==> src/rtl/sha256_padder_if.sv <==
`default_nettype none
// ============================================================================
// Module   : sha256_padder_if
// Purpose  : Bundles the control, byte-input and block-output handshakes of
//            the SHA-256 message padder.
// Ports    : start/msg_len/busy   - message setup
//            in_data/in_valid/in_ready - byte stream in
//            blk_data/blk_valid/blk_ready/blk_last/blk_total/blk_index
//                                  - padded 512-bit block stream out
//            modport master - the side feeding bytes and consuming blocks
//            modport slave  - the padder itself
// Revision : 1.0 - initial release
// ============================================================================
interface sha256_padder_if #(
    parameter int LEN_W = 32
);
    logic             start;
    logic [LEN_W-1:0] msg_len;
    logic             busy;
    logic [7:0]       in_data;
    logic             in_valid;
    logic             in_ready;
    logic [511:0]     blk_data;
    logic             blk_valid;
    logic             blk_ready;
    logic             blk_last;
    logic [63:0]      blk_total;
    logic [63:0]      blk_index;

    modport master (
        output start, msg_len, in_data, in_valid, blk_ready,
        input  busy, in_ready, blk_data, blk_valid, blk_last, blk_total, blk_index
    );

    modport slave (
        input  start, msg_len, in_data, in_valid, blk_ready,
        output busy, in_ready, blk_data, blk_valid, blk_last, blk_total, blk_index
    );
endinterface
`default_nettype wire

==> src/rtl/sha256_padder.sv <==
`default_nettype none
// ============================================================================
// Module   : sha256_padder
// Purpose  : SHA-256 message front end. Collects a byte stream of a length
//            declared at start, appends the 0x80 marker, zero fill and the
//            64-bit big-endian bit length, and emits 512-bit blocks.
// Ports    : clk - rising-edge clock
//            rst - asynchronous active-high reset
//            bus - sha256_padder_if.slave (setup, byte input, block output)
// Revision : 1.0 - initial release
// ============================================================================
module sha256_padder #(
    parameter int LEN_W = 32
) (
    input  wire logic        clk,
    input  wire logic        rst,
    sha256_padder_if.slave   bus
);

    typedef enum logic [2:0] {
        S_IDLE   = 3'd0,
        S_FILL   = 3'd1,
        S_PAD    = 3'd2,
        S_LENBLK = 3'd3,
        S_EMIT   = 3'd4
    } state_t;

    localparam logic [7:0] C_MARKER   = 8'h80;
    localparam logic [5:0] C_LAST_POS = 6'd55;   // last byte index that still leaves room for the length

    state_t           r_state,      w_state;
    logic [511:0]     r_buf,        w_buf;
    logic [5:0]       r_ptr,        w_ptr;
    logic [LEN_W-1:0] r_rem,        w_rem;
    logic [63:0]      r_bitlen,     w_bitlen;
    logic             r_mark_done,  w_mark_done;
    logic             r_len_pend,   w_len_pend;   // marker placed, length still owed in an extra block
    logic             r_last,       w_last;       // buffered block is the final one
    logic [63:0]      r_blk_total,  w_blk_total;
    logic [63:0]      r_blk_index,  w_blk_index;

    logic [63:0]      w_len64;
    logic [8:0]       w_pos;        // bit offset of byte r_ptr; byte 0 is the MSB

    assign w_len64 = 64'(bus.msg_len);
    assign w_pos   = 9'd504 - {r_ptr, 3'b000};

    always_comb begin
        w_state     = r_state;
        w_buf       = r_buf;
        w_ptr       = r_ptr;
        w_rem       = r_rem;
        w_bitlen    = r_bitlen;
        w_mark_done = r_mark_done;
        w_len_pend  = r_len_pend;
        w_last      = r_last;
        w_blk_total = r_blk_total;
        w_blk_index = r_blk_index;

        case (r_state)
            S_IDLE: begin
                if (bus.start) begin
                    w_rem       = bus.msg_len;
                    w_bitlen    = w_len64 << 3;
                    w_ptr       = '0;
                    w_blk_index = '0;
                    w_buf       = '0;
                    w_mark_done = 1'b0;
                    w_len_pend  = 1'b0;
                    w_last      = 1'b0;
                    w_blk_total = ((w_len64 + 64'd8) >> 6) + 64'd1;
                    w_state     = S_FILL;
                end
            end
            S_FILL: begin
                if (r_rem == '0) begin
                    w_state = S_PAD;
                end else if (bus.in_valid) begin
                    w_buf[w_pos +: 8] = bus.in_data;
                    w_ptr = r_ptr + 6'd1;
                    w_rem = r_rem - LEN_W'(1);
                    // A full block takes priority; the marker then lands in the next block.
                    if (r_ptr == 6'd63) begin
                        w_last  = 1'b0;
                        w_state = S_EMIT;
                    end else if (r_rem == LEN_W'(1)) begin
                        w_state = S_PAD;
                    end
                end
            end
            S_PAD: begin
                if (!r_mark_done) begin
                    w_buf[w_pos +: 8] = C_MARKER;
                    w_mark_done = 1'b1;
                end
                if (r_mark_done || (r_ptr <= C_LAST_POS)) begin
                    w_buf[63:0] = r_bitlen;
                    w_last      = 1'b1;
                end else begin
                    w_last      = 1'b0;
                    w_len_pend  = 1'b1;
                end
                w_state = S_EMIT;
            end
            S_LENBLK: begin
                if (!r_mark_done) begin
                    w_buf[511:504] = C_MARKER;
                    w_mark_done    = 1'b1;
                end
                w_buf[63:0] = r_bitlen;
                w_last      = 1'b1;
                w_len_pend  = 1'b0;
                w_state     = S_EMIT;
            end
            S_EMIT: begin
                if (bus.blk_ready) begin
                    w_buf       = '0;
                    w_ptr       = '0;
                    w_blk_index = r_blk_index + 64'd1;
                    if (r_last)
                        w_state = S_IDLE;
                    else if (r_len_pend)
                        w_state = S_LENBLK;
                    else if (r_rem != '0)
                        w_state = S_FILL;
                    else
                        w_state = S_PAD;
                end
            end
            default: w_state = S_IDLE;
        endcase
    end

    always_ff @(posedge clk or posedge rst) begin
        if (rst) begin
            r_state     <= S_IDLE;
            r_buf       <= '0;
            r_ptr       <= '0;
            r_rem       <= '0;
            r_bitlen    <= '0;
            r_mark_done <= 1'b0;
            r_len_pend  <= 1'b0;
            r_last      <= 1'b0;
            r_blk_total <= '0;
            r_blk_index <= '0;
        end else begin
            r_state     <= w_state;
            r_buf       <= w_buf;
            r_ptr       <= w_ptr;
            r_rem       <= w_rem;
            r_bitlen    <= w_bitlen;
            r_mark_done <= w_mark_done;
            r_len_pend  <= w_len_pend;
            r_last      <= w_last;
            r_blk_total <= w_blk_total;
            r_blk_index <= w_blk_index;
        end
    end

    assign bus.busy      = (r_state != S_IDLE);
    assign bus.in_ready  = (r_state == S_FILL) && (r_rem != '0);
    assign bus.blk_valid = (r_state == S_EMIT);
    assign bus.blk_last  = (r_state == S_EMIT) && (r_blk_index == (r_blk_total - 64'd1));
    assign bus.blk_data  = r_buf;
    assign bus.blk_total = r_blk_total;
    assign bus.blk_index = r_blk_index;

endmodule
`default_nettype wire

==> src/flat_wrapper.sv <==
// flat-port wrapper written by rule: the top's interface ports become plain ports
module sha256_padder_flat 
#(
    parameter int LEN_W = 32
)
  (clk, rst, bus_start, bus_msg_len, bus_in_data, bus_in_valid, bus_blk_ready, bus_busy, bus_in_ready, bus_blk_data, bus_blk_valid, bus_blk_last, bus_blk_total, bus_blk_index);
  sha256_padder_if #(.LEN_W(LEN_W)) bus_i ();
  input  wire logic clk;
  input  wire logic rst;
  input wire logic [$bits(bus_i.start)-1:0] bus_start;
  input wire logic [$bits(bus_i.msg_len)-1:0] bus_msg_len;
  input wire logic [$bits(bus_i.in_data)-1:0] bus_in_data;
  input wire logic [$bits(bus_i.in_valid)-1:0] bus_in_valid;
  input wire logic [$bits(bus_i.blk_ready)-1:0] bus_blk_ready;
  output wire logic [$bits(bus_i.busy)-1:0] bus_busy;
  output wire logic [$bits(bus_i.in_ready)-1:0] bus_in_ready;
  output wire logic [$bits(bus_i.blk_data)-1:0] bus_blk_data;
  output wire logic [$bits(bus_i.blk_valid)-1:0] bus_blk_valid;
  output wire logic [$bits(bus_i.blk_last)-1:0] bus_blk_last;
  output wire logic [$bits(bus_i.blk_total)-1:0] bus_blk_total;
  output wire logic [$bits(bus_i.blk_index)-1:0] bus_blk_index;
  assign bus_i.start = bus_start;
  assign bus_i.msg_len = bus_msg_len;
  assign bus_i.in_data = bus_in_data;
  assign bus_i.in_valid = bus_in_valid;
  assign bus_i.blk_ready = bus_blk_ready;
  assign bus_busy = bus_i.busy;
  assign bus_in_ready = bus_i.in_ready;
  assign bus_blk_data = bus_i.blk_data;
  assign bus_blk_valid = bus_i.blk_valid;
  assign bus_blk_last = bus_i.blk_last;
  assign bus_blk_total = bus_i.blk_total;
  assign bus_blk_index = bus_i.blk_index;
  sha256_padder #(.LEN_W(LEN_W)) u_core (.clk(clk), .rst(rst), .bus(bus_i));
endmodule
==> config.mk <==
export PLATFORM = sky130hd
export DESIGN_NAME = sha256_padder_flat
export DESIGN_NICKNAME = d
export VERILOG_FILES = /design/src/rtl/sha256_padder_if.sv /design/src/rtl/sha256_padder.sv /design/src/flat_wrapper.sv
export SDC_FILE = /design/constraint.sdc
export NUM_CORES = 2
export LEC_CHECK = 0
export CORE_ASPECT_RATIO = 1.25
export CORE_MARGIN = 2
export CORE_UTILIZATION = 30
export CTS_CLUSTER_DIAMETER = 150
export CTS_CLUSTER_SIZE = 28
export DETAILED_ROUTE_END_ITERATION = 6
export DONT_BUFFER_PORTS = 1
export PLACE_DENSITY = 0.55
export REMOVE_ABC_BUFFERS = 1
export SETUP_SLACK_MARGIN = 0.2
export SLEW_MARGIN = 20
export SYNTH_ARGS = -nofsm -noshare
export SYNTH_HDL_FRONTEND = slang
export SYNTH_SLANG_ARGS = --single-unit
==> constraint.sdc <==
create_clock -name clk -period 28 [get_ports clk]
set_input_delay 2.8 -clock clk [delete_from_list [all_inputs] [get_ports clk]]
set_output_delay 2.8 -clock clk [all_outputs]
set_load 0.01 [all_outputs]
==> out/metrics.cfg <==
[finish]
final_layout_size_suffix_gt1_frac=0.05083
num-nets-final=3357
fin_area_um2=34280
layout_common_cells=dfrtp_1, nand2_1, nor2_1, a21oi_1, o21ai_0
antenna_cells=0
final_common_cell=dfrtp_1
syn2layout_area_growth_pct=7.258

[floorplan]
die-width_um=295.9
dieArea_um2=109200
core_um2=105300
fp.dieH_um=368.9
pin_count=689
rows=133
initial_core_util=0.3034

[setup_path]
required_ns=25.20
crit_type=reg2out
cp.arrival_ns=4.45
endpoint_kind=primary output
cp-start-kind=flip-flop
path_max_fanout=8

[global_route]
grt.total_usage=0.2519
grt_pass1_vias=26130
grt_overflow=0
grt_max_degree=171
grt_pass1_wl_um=200900
antenna_found_initial=1

[route]
first_pass_iters=5
wl_um=142200
first_iter_violations=2355
wl_per_cell_um=30.11
drcViolationCount=0
viasPerCell=5.656
vias=26710
ant_nets=0

[power]
power_uw=2837
p_per_area_nw_per_um2=82.76
ir_drop_mv=0.05907
power_leakage_uw=0.01466

[timing]
setup_violations=0
worstMarginPinSlew_ns=1.151
final_max_slew_viol_count=0
period_minus_slack_ns=7.249
fin_tns_setup_ns=0
slew_headroom=0.2300
holdWs_ns=0.4915
grt_setup_unrepaired=false
finalCritPeriodShare=0.2589
timing.fmax_ghz=0.1379
finClkSkew_ns=0.04313
finalHoldViolCount=0

[synthesis]
ys_seq_area_frac=0.5324
syn-instance-count=3403
avgSynthCellArea_um2=9.392
yosys_warnings=0
syn_area_um2=31960
synth_edf_count=0
synth_cell_type_count=85
synth_area_leaders=dfrtp_1, nand2_1, a21oi_1
synth_ff_type=dfrtp_1
synth_top_area_cell=dfrtp_1
ys_async_sr_fraction=1.000
ys_seq_elements=680
yosysTopAreaCellShare=0.5324

[flow_run]
maxCapViolCount=0

[clock_network]
post_cts_resized=0
cts_tree=built
clockRootBuffer=clkbuf_16
cts.sinks=680
cts_setup_buffers=0
holdBufCountCts=0
clk_latency_ns=0.68
cts_max_level=1
clkTransAtPathRegs_ns=0.12
cts_made_buffers=28
cts_buffer_depth=3

[placed_design]
place_area_um2=33430
place_congestion=0.9277
hpwl_um=105800
io_buffers=0

[outcome]
status=completed

[hold_path]
min_path_type=reg2reg

==> power by group <==
| part | switching (uW) | internal (uW) | leakage [uW] |
|---|---|---|---|
| registers | 162 | 1080 | 0.00931 |
| logic | 822 | 239 | 0.00496 |
| clock network | 336 | 200 | 0.000386 |
==> cells by family (layout without fill, tap and decap cells) <==
group | count (synthesis) | count (layout) | share of synthesized area
and+or+nand+nor | 1397 | 1397 | 0.2016
AOI/OAI and AO/OA | 860 | 860 | 0.1716
DFF | 680 | 680 | 0.5324
buffers and inverters | 279 | 146 | 0.04001
xor gates and xnor gates | 123 | 123 | 0.03371
muxes | 52 | 52 | 0.01636
adders and majority gates | 11 | 11 | 0.004150
other | 1 | 36 | 0.0001173
==> path summary, 6_finish.rpt <==
path / cells past startpoint / end / from / slack, ns
max: 11 / bus_blk_last / u_core.bus.blk_total[7]$_DFFE_PP0P_ / 20.75
min: 2 / u_core.r_bitlen[14]$_DFFE_PP0P_ / u_core.r_bitlen[14]$_DFFE_PP0P_ / 0.49
max reg2reg: 9 / u_core.bus.blk_data[389]$_DFFE_PP0P_ / u_core.r_ptr[0]$_DFFE_PP0P_ / 23.28
min reg2reg: 2 / u_core.r_bitlen[14]$_DFFE_PP0P_ / u_core.r_bitlen[14]$_DFFE_PP0P_ / 0.49
max in group asynchronous: 4 / u_core.bus.blk_data[337]$_DFFE_PP0P_ / rst / 22.79
min in group asynchronous: 1 / u_core.bus.blk_total[3]$_DFFE_PP0P_ / rst / 2.05
==> cells in the mapped netlist, types with 19 or more instances <==
master,n
a21oi_1,272
a22o_1,54
a22oi_1,32
and3_1,20
and4_1,19
buf_2,30
buf_4,39
clkbuf_1,140
dfrtp_1,680
inv_1,44
mux2i_1,50
nand2_1,498
nand3_1,212
nand4_1,47
nor2_1,347
nor3_1,76
nor4_1,33
o21ai_0,237
o22a_1,69
o2bb2ai_1,25
o31ai_1,24
or3_1,46
xnor2_1,61
xor2_1,62
==> critical path: stages, from the launching register on <==
cell	delay, ns
dfrtp_1	0.52
or4_1	0.72
nor4_1	0.51
nand2_1	0.20
nor3_1	0.23
ha_1	0.27
xnor2_1	0.12
nor3_1	0.15
nand3_1	0.09
a2111oi_0	0.39
nand4_1	0.19
nor4_2	0.41
==> state kept, by name, indices dropped and copies added, names as in the netlist <==
name and count:
u_core.bus.blk_data 512, u_core.bus.blk_index 64, u_core.r_bitlen 32, u_core.r_rem 32
u_core.bus.blk_total 28, u_core.r_ptr 6, u_core.r_state 3, u_core.r_last 1
u_core.r_len_pend 1, u_core.r_mark_done 1
==> per-stage QoR <==
step / utilization / instances / worst slack (ns)
2_1_floorplan: - / 3203 / 6.137
3_3_place_gp: 0.3173 / 4688 / 21.44
3_5_place_dp: 0.3174 / 4688 / 21.45
4_1_cts: 0.3248 / 4720 / 20.71
5_1_grt: 0.3254 / 4722 / 20.44
6_report: 0.3254 / 4722 / 20.75
==> cell type report <==
class / count / area (um2)
flip-flops and latches: 680 / 17020
multi-input cells: 2479 / 13940
inverters: 44 / 172.7
fillers: 10960 / 71060
well taps: 1417 / 1773
clock inverters: 2 / 46.29
clock buffers: 30 / 739.5
repair buffers: 70 / 590.6
==> layer usage <==
layer	track usage	vias up	share of wire	wire length (um)
met4	0.09314	2	0.044	6217
met3	0.08635	231	0.10	14840
met1	0.2808	13510	0.36	50700
li1	-	11750	-	-
met5	0	-	0.000091	13
met2	0.4406	1212	0.50	70390
Power figures use the tool's default switching activity.
